$ cat src/rtl/multicycle_ctrl.sv
// rtl/multicycle_ctrl.sv - multicycle RV32I control FSM with bounded mem_ready wait
module multicycle_ctrl #(
    parameter int unsigned WAIT_MAX = 255
) (
    input  logic       clk,
    input  logic       rst,
    input  logic [6:0] op,
    input  logic [2:0] funct3,
    input  logic       Zero,
    input  logic       mem_ready,
    output logic       PCWrite,
    output logic       AdrSrc,
    output logic       MemWrite,
    output logic       IRWrite,
    output logic       RegWrite,
    output logic [1:0] ResultSrc,
    output logic [1:0] ALUSrcA,
    output logic [1:0] ALUSrcB,
    output logic [1:0] ALUOp,
    output logic [2:0] ImmSrc,
    output logic       InstrDone,
    output logic       IllegalOp,
    output logic       BusErr,
    output logic [3:0] State
);
    typedef enum logic [3:0] {
        S_FETCH, S_DECODE, S_MEMADR, S_MEMREAD, S_MEMWB, S_MEMWRITE, S_EXECR,
        S_ALUWB, S_EXECI, S_JAL, S_BRANCH, S_JALR, S_JALRWB, S_LUI, S_AUIPC
    } state_t;

    localparam logic [6:0] OP_LOAD   = 7'b0000011;
    localparam logic [6:0] OP_STORE  = 7'b0100011;
    localparam logic [6:0] OP_R      = 7'b0110011;
    localparam logic [6:0] OP_IMM    = 7'b0010011;
    localparam logic [6:0] OP_JAL    = 7'b1101111;
    localparam logic [6:0] OP_JALR   = 7'b1100111;
    localparam logic [6:0] OP_BRANCH = 7'b1100011;
    localparam logic [6:0] OP_LUI    = 7'b0110111;
    localparam logic [6:0] OP_AUIPC  = 7'b0010111;
    localparam logic [15:0] WAIT_LAST = 16'(WAIT_MAX - 1);

    state_t      state_q, state_d;
    logic [15:0] wait_q, wait_d;
    logic        waiting, timeout;
    logic        pcw_c, mw_c, irw_c, rw_c, done_c, ill_c, be_c;

    always_ff @(posedge clk or posedge rst) begin
        if (rst) begin
            state_q <= S_FETCH;
            wait_q  <= 16'd0;
        end else begin
            state_q <= state_d;
            wait_q  <= wait_d;
        end
    end

    // The count before this cycle equals WAIT_LAST means this cycle is the WAIT_MAX-th idle one.
    assign waiting = ((state_q == S_FETCH) || (state_q == S_MEMREAD) || (state_q == S_MEMWRITE))
                     && !mem_ready;
    assign timeout = waiting && (wait_q == WAIT_LAST);

    always_comb begin
        wait_d = 16'd0;
        if (waiting && !timeout && (state_d == state_q) && (wait_q != 16'hFFFF))
            wait_d = wait_q + 16'd1;
    end

    always_comb begin
        state_d   = state_q;
        pcw_c     = 1'b0;
        mw_c      = 1'b0;
        irw_c     = 1'b0;
        rw_c      = 1'b0;
        done_c    = 1'b0;
        ill_c     = 1'b0;
        be_c      = 1'b0;
        AdrSrc    = 1'b0;
        ResultSrc = 2'b00;
        ALUSrcA   = 2'b00;
        ALUSrcB   = 2'b00;
        ALUOp     = 2'b00;
        case (state_q)
            S_FETCH: begin
                ALUSrcB   = 2'b10;
                ResultSrc = 2'b10;
                if (mem_ready) begin
                    irw_c   = 1'b1;
                    pcw_c   = 1'b1;
                    state_d = S_DECODE;
                end else if (timeout) begin
                    be_c = 1'b1;
                end
            end
            S_DECODE: begin
                ALUSrcA = 2'b01;
                ALUSrcB = 2'b01;
                case (op)
                    OP_LOAD, OP_STORE: state_d = S_MEMADR;
                    OP_R:              state_d = S_EXECR;
                    OP_IMM:            state_d = S_EXECI;
                    OP_JAL:            state_d = S_JAL;
                    OP_JALR:           state_d = S_JALR;
                    OP_BRANCH:         state_d = S_BRANCH;
                    OP_LUI:            state_d = S_LUI;
                    OP_AUIPC:          state_d = S_AUIPC;
                    default: begin
                        state_d = S_FETCH;
                        ill_c   = 1'b1;
                        done_c  = 1'b1;
                    end
                endcase
            end
            S_MEMADR: begin
                ALUSrcA = 2'b10;
                ALUSrcB = 2'b01;
                state_d = (op == OP_LOAD) ? S_MEMREAD : S_MEMWRITE;
            end
            S_MEMREAD: begin
                AdrSrc = 1'b1;
                if (mem_ready) begin
                    state_d = S_MEMWB;
                end else if (timeout) begin
                    be_c    = 1'b1;
                    done_c  = 1'b1;
                    state_d = S_FETCH;
                end
            end
            S_MEMWB: begin
                ResultSrc = 2'b01;
                rw_c      = 1'b1;
                done_c    = 1'b1;
                state_d   = S_FETCH;
            end
            S_MEMWRITE: begin
                AdrSrc = 1'b1;
                mw_c   = 1'b1;
                if (mem_ready) begin
                    done_c  = 1'b1;
                    state_d = S_FETCH;
                end else if (timeout) begin
                    be_c    = 1'b1;
                    done_c  = 1'b1;
                    state_d = S_FETCH;
                end
            end
            S_EXECR: begin
                ALUSrcA = 2'b10;
                ALUOp   = 2'b10;
                state_d = S_ALUWB;
            end
            S_ALUWB: begin
                rw_c    = 1'b1;
                done_c  = 1'b1;
                state_d = S_FETCH;
            end
            S_EXECI: begin
                ALUSrcA = 2'b10;
                ALUSrcB = 2'b01;
                ALUOp   = 2'b10;
                state_d = S_ALUWB;
            end
            S_JAL: begin
                ALUSrcA = 2'b01;
                ALUSrcB = 2'b10;
                pcw_c   = 1'b1;
                state_d = S_ALUWB;
            end
            S_BRANCH: begin
                ALUSrcA = 2'b10;
                ALUOp   = 2'b01;
                done_c  = 1'b1;
                pcw_c   = ((funct3 == 3'b000) && Zero) || ((funct3 == 3'b001) && !Zero);
                state_d = S_FETCH;
            end
            S_JALR: begin
                ALUSrcA   = 2'b10;
                ALUSrcB   = 2'b01;
                ResultSrc = 2'b10;
                pcw_c     = 1'b1;
                state_d   = S_JALRWB;
            end
            S_JALRWB: begin
                ALUSrcA   = 2'b01;
                ALUSrcB   = 2'b10;
                ResultSrc = 2'b10;
                rw_c      = 1'b1;
                done_c    = 1'b1;
                state_d   = S_FETCH;
            end
            S_LUI: begin
                ALUSrcA = 2'b11;
                ALUSrcB = 2'b01;
                state_d = S_ALUWB;
            end
            S_AUIPC: begin
                ALUSrcA = 2'b01;
                ALUSrcB = 2'b01;
                state_d = S_ALUWB;
            end
            default: state_d = S_FETCH;
        endcase
    end

    always_comb begin
        case (op)
            OP_STORE:          ImmSrc = 3'b001;
            OP_BRANCH:         ImmSrc = 3'b010;
            OP_JAL:            ImmSrc = 3'b011;
            OP_LUI, OP_AUIPC:  ImmSrc = 3'b100;
            default:           ImmSrc = 3'b000;
        endcase
    end

    // Strobes are masked during reset since FETCH would otherwise follow mem_ready.
    assign PCWrite   = pcw_c  & ~rst;
    assign MemWrite  = mw_c   & ~rst;
    assign IRWrite   = irw_c  & ~rst;
    assign RegWrite  = rw_c   & ~rst;
    assign InstrDone = done_c & ~rst;
    assign IllegalOp = ill_c  & ~rst;
    assign BusErr    = be_c   & ~rst;
    assign State     = state_q;
endmodule
$ cat config.mk
export PLATFORM = sky130hd
export DESIGN_NAME = multicycle_ctrl
export DESIGN_NICKNAME = d
export VERILOG_FILES = /design/src/rtl/multicycle_ctrl.sv
export SDC_FILE = /design/constraint.sdc
export NUM_CORES = 1
export LEC_CHECK = 0
export CORE_ASPECT_RATIO = 1.75
export CORE_MARGIN = 5
export CORE_UTILIZATION = 50
export DETAILED_ROUTE_END_ITERATION = 8
export PLACE_DENSITY = 0.8
export SETUP_SLACK_MARGIN = 0.1
export SLEW_MARGIN = 20
export SYNTH_ARGS = -nofsm -noshare
export SYNTH_HDL_FRONTEND = slang
export SYNTH_SLANG_ARGS = --single-unit
$ cat constraint.sdc
create_clock -name clk -period 2.95 [get_ports clk]
set_input_delay 0.59 -clock clk [delete_from_list [all_inputs] [get_ports clk]]
set_output_delay 0.59 -clock clk [all_outputs]
set_load 0.01 [all_outputs]
=== Word-level counts from Yosys, hierarchy flattened ===
Cells that the tools add are included.

* Output and inout port bits: 23
* Input bits: 14
* Logic and storage cells: 94
* Register bits after elaboration: 20

* Bitwise operators: 8
* Add/subtract/negate cells: 1
* Equality and inequality tests: 27
* Muxes and demuxes: 26
* Reduce and logical (&&, ||, !) cells: 30

{| class="wikitable"
|+ Operator list
! cell !! count
|-
| $pmux W4 S8 || 1
|-
| $eq A4 B4 Y1 const B || 7
|-
| $pmux W4 S7 || 1
|-
| $eq A7 B6 Y1 const B || 3
|-
| $eq A7 B7 Y1 const B || 3
|-
| $add A16 B1 Y16 const B || 1
|-
| $eq A16 B8 Y1 const B || 1
|-
| $eq A4 B3 Y1 const B || 4
|-
| $mux W16 || 1
|-
| $mux W4 || 4
|-
| $ne A16 B16 Y1 const B || 1
|-
| $eq A7 B5 Y1 const B || 2
|-
| $pmux W2 S2 || 3
|-
| $pmux W3 S4 || 1
|-
| $reduce_or A3 Y1 || 4
|-
| $mux W1 || 11
|-
| $reduce_or A2 Y1 || 5
|-
| $reduce_or A5 Y1 || 2
|-
| $reduce_or A9 Y1 || 1
|-
| $eq A4 B2 Y1 const B || 2
|-
| $reduce_or A4 Y1 || 2
|-
| $and A1 B1 Y1 || 7
|-
| $eq A7 B2 Y1 const B || 1
|-
| $logic_and A1 B1 Y1 || 7
|-
| other kinds (13) || 17
|}

=== Depth between registers and ports, before layout ===
* Word-level depth: 12
* Depth in mapped cells: 8
* Depth with buffers taken out: 7

=== Least setup slack after synthesis ===
Ideal clock, no wire load.

* Kind: flip-flop to output port
* Start: register wait_q[0]
* End: output port InstrDone
* Buffers on the path: 0
* Arrival: 1.959 ns
* Setup slack: 0.401 ns
* Required time: 2.360 ns
* Stages on the path, launching flop included: 8
* Cell sequence: dfrtp_1 -> inv_1 -> ha_1 -> or4b_4 -> nor4_2 -> nand3_2 -> a211o_1 -> a31oi_1

* Cells in the longest elaborated chain, start to end: 6
* Elaborated cells between the ends (all ways): 7
* Those cells by class: 1 x eq/ne; 4 x mux; 1 x bitwise; 1 x reduce/logical

{| class="wikitable"
|+ RTL lines
! element !! RTL line !! source
|-
| from (decl) || 43 || <nowiki>logic [15:0] wait_q, wait_d;</nowiki>
|-
| from (signal assigned) || 53 || <nowiki>wait_q <= wait_d;</nowiki>
|-
| $eq A16 B8 Y1 * || 60 || <nowiki>assign timeout = waiting && (wait_q == WAIT_LAST);</nowiki>
|-
| $logic_and A1 B1 Y1 * || 60 ||
|-
| $mux W1 * || 122, 140 ||
|-
| $mux W1 (on tied branches) || 137, 120 ||
|-
| $pmux W1 S4 * || 82 || <nowiki>case (state_q)</nowiki>
|-
| $and A1 B1 Y1 * || 219 || <nowiki>assign InstrDone = done_c & ~rst;</nowiki>
|-
| to (decl) || 21 || <nowiki>output logic InstrDone,</nowiki>
|}

Mark *: on every way between the ends. The rest lies on a longest branch, timed or not.

=== Final worst setup path ===
* Start: register wait_q[8]
* End: output port InstrDone

The elaborated chain is that of the path after synthesis.

==> run_results.csv <==
group,metric,value,unit
grt,grtUsageTotal,21.68,%
setup_path,max_stage_delay,0.53,ns
die,coreArea,0.003142,mm2
grt,antenna_found_initial,0,
clock_tree,cts_hold_buf,0,
routing,drt_iter0_drc,40,
clock_tree,cts.clk_slew.worst_paths,0.07,ns
setup_path,path_class,"flop to output port",
routing,wl_per_cell,14.62,um
die,die_area,0.004545,mm2
synthesis,seq_area_frac_synth,30.72,%
clock_tree,clock-sinks,20,
setup_path,critical_path_required,2.36,ns
sta,fin_skew,0.004169,ns
routing,dr_total_vias,1680,
routing,drt_wl_total,4487,um
routing,firstDrtPassIters,4,
setup_path,critPathSlowestCell,"or3_2",
grt,grt_max_degree,21,
job,cap_violations,0,
synthesis,yosys_register_bits,20,
place,post-dp-hpwl,3490,um
synthesis,synth_mux_area_share,1.920,%
routing,ant_nets,0,
setup_path,crit_path_end_kind,"output port",
sta,final_max_slew_viol_count,0,
synthesis,synthArstFlopShare,100.0,%
place,numPortBuffers,36,
setup_path,path_buf_inv,1,
place,gp_congestion,0.9081,
clock_tree,htree_levels,1,
setup_path,cp.arrival,2.19,ns
pwr,powerDensity,669.5,mW/mm2
sta,finalSetupTns,0,ns
die,rows,27,
die,ios,37,
synthesis,synth_compound_area_share,13.59,%
synthesis,yosys.area_share.simple,36.64,%
routing,via_per_inst,5.472,
sta,setup_viol,0,
cells_and_area,multiInputGateArea,0.001066,mm2
cells_and_area,diodes,0,
die,fp.dieH,85.51,um
synthesis,synth_common_cells,"nor2_1, dfrtp_1, nand2_1",
synthesis,synth_top_family_by_area,"simple AND/OR/NAND/NOR gates",
clock_tree,clk_latency,0.26,ns
die,start_util,51.85,%
clock_tree,cts_made_buffers,3,
sta,rsz0062_at_grt,"true",
routing,drc,0,
synthesis,synth-xor-area-share,10.75,%
synthesis,syn_nets,219,
grt,grt_pass1_vias,1713,
synthesis,synth.largest_area_cell,"dfrtp_1",
status,status,"completed",
sta,fin_crit,2.783,ns
synthesis,syn_area,0.001629,mm2
setup_path,crit_family,"simple AND/OR/NAND/NOR gates",
synthesis,synth_fa_ha_area_share,1.536,%
synthesis,syn_inst,203,
clock_tree,cts_tree,"done",
cells_and_area,fin_nets,281,
sta,hold_viol_final,0,
synthesis,yosys_warnings,0,
setup_path,crit_chain,"or3_2 -> nor4_4 -> nand3_2 -> a211o_1 -> a31oi_1 -> buf_2",
cells_and_area,utilization,73.24,%
cells_and_area,regArea,500.5,um2
sta,period_share,94.35,%
sta,slew_headroom,53.06,%
sta,fmax,359.3,MHz
clock_tree,ctsRootBufferMaster,"clkbuf_8",
grt,grt_pass1_wl,7610,um
synthesis,synth_edf_count,0,
die,fp.dieW,53.15,um
cells_and_area,nFillCells,252,
cells_and_area,drive_above_1_share,18.56,%
cells_and_area,syn2layout_area_growth,41.24,%
synthesis,synth-main-ff-cell,"dfrtp_1",
synthesis,yosysMostFrequentCell,"nor2_1",
pwr,peakVddDrop,0.0006208,V
worst_hold_path,hold_path_class,"flop to flop",
synthesis,syn_avg_cell_area,8.025,um2
setup_path,crit_path_start_kind,"flop",
synthesis,synth_cell_types,49,
synthesis,synth_top_area_share,30.72,%
clock_tree,clock_path_buffers,2,
pwr,p_leak,0.0009977,uW
grt,grt_overflow,0,
sta,tightest_slew,0.6987,ns
setup_path,worst-path-max-fanout,2,
synthesis,synth_area_leaders,"dfrtp_1, nor2_1, xnor2_1",
cells in the final DEF, fill, tap and decap left out, drive strengths merged, types with 3 or more instances in the layout:
| master | count |
|---|---|
| a21oi | 7 |
| nor3b | 4 |
| nand3b | 3 |
| inv | 3 |
| nand3 | 10 |
| xor2 | 10 |
| nor2 | 32 |
| nand4 | 3 |
| o21ai | 13 |
| clkdlybuf4s50 | 28 |
| nand2b | 6 |
| nor2b | 8 |
| xnor2 | 10 |
| clkbuf | 3 |
| nand2 | 16 |
| nor4 | 3 |
| buf | 33 |
| dfrtp | 20 |
| dlygate4sd2 | 5 |
| nor3 | 7 |
| and3 | 4 |
registers in the layout (all words and copies together) (netlist names):
| register | flops |
|---|---|
| wait_q | 16 |
| State | 4 |
cell type report:
cell class	instances	area share [%]
Multi-Input combinational cell	169	46.33
Timing Repair Buffer	68	25.99
Sequential cell	20	21.75
Tap cell	43	2.338
Clock buffer	3	1.794
Clock inverter	1	1.305
Inverter	3	0.4894
through the flow:
step	instances	hold WS, ns	instance area [um2]	total power [uW]	worst slack [ns]
4_1_cts	306	0.5574	2277	1543	0.1455
2_1_floorplan	203	0.4629	1629	889.6	0.4013
5_1_grt	307	0.5893	2301	1655	0.01889
3_5_place_dp	302	0.5371	2208	1277	-0.06372
3_3_place_gp	302	0.5196	2208	1272	-0.06911
6_report	307	0.5544	2301	1541	0.1667
routing by layer:
layer,up-vias,part of all wire [%],global-route usage [%]
met5,-,0,0
met2,47,56,40.50
li1,833,-,-
met3,16,4.1,2.087
met4,0,4.3,12.09
met1,784,35,22.16
tightest hold or removal path, stage by stage (launching register included):
cell     delay, ns
dfrtp_1       0.37
xor2_1        0.08
nor2_1        0.07
final timing paths:
check                               start    endpoint  slack, ns  depth (start not counted)
worst max-delay path            wait_q[8]   InstrDone       0.17                          6
worst min-delay path            wait_q[7]   wait_q[7]       0.55                          2
worst max register to register  wait_q[0]   wait_q[3]       0.68                          7
worst min register to register  wait_q[7]   wait_q[7]       0.55                          2
max in group asynchronous             rst   wait_q[5]       1.83                          3
min in group asynchronous             rst  wait_q[14]       0.91                          3
report_power, final:
group	switching [uW]	internal, uW
clock network	89.3	181
registers	36.9	304
logic	475	455
cells by family after synthesis:
logic type,after synthesis
AO/OA/AOI/OAI,35
XOR/XNOR,20
adder cells (fa/ha/maj),2
buffers and inverters,14
flip-flops,20
multiplexers,3
AND/OR/NAND/NOR,109
timing repair:
action / CTS / global route
buffers inserted: 0 / 1
endpoints found under the setup margin: 5 / 6
pin swaps: 1 / 0
resized for setup: 11 / 5
Power figures use the tool's default switching activity.
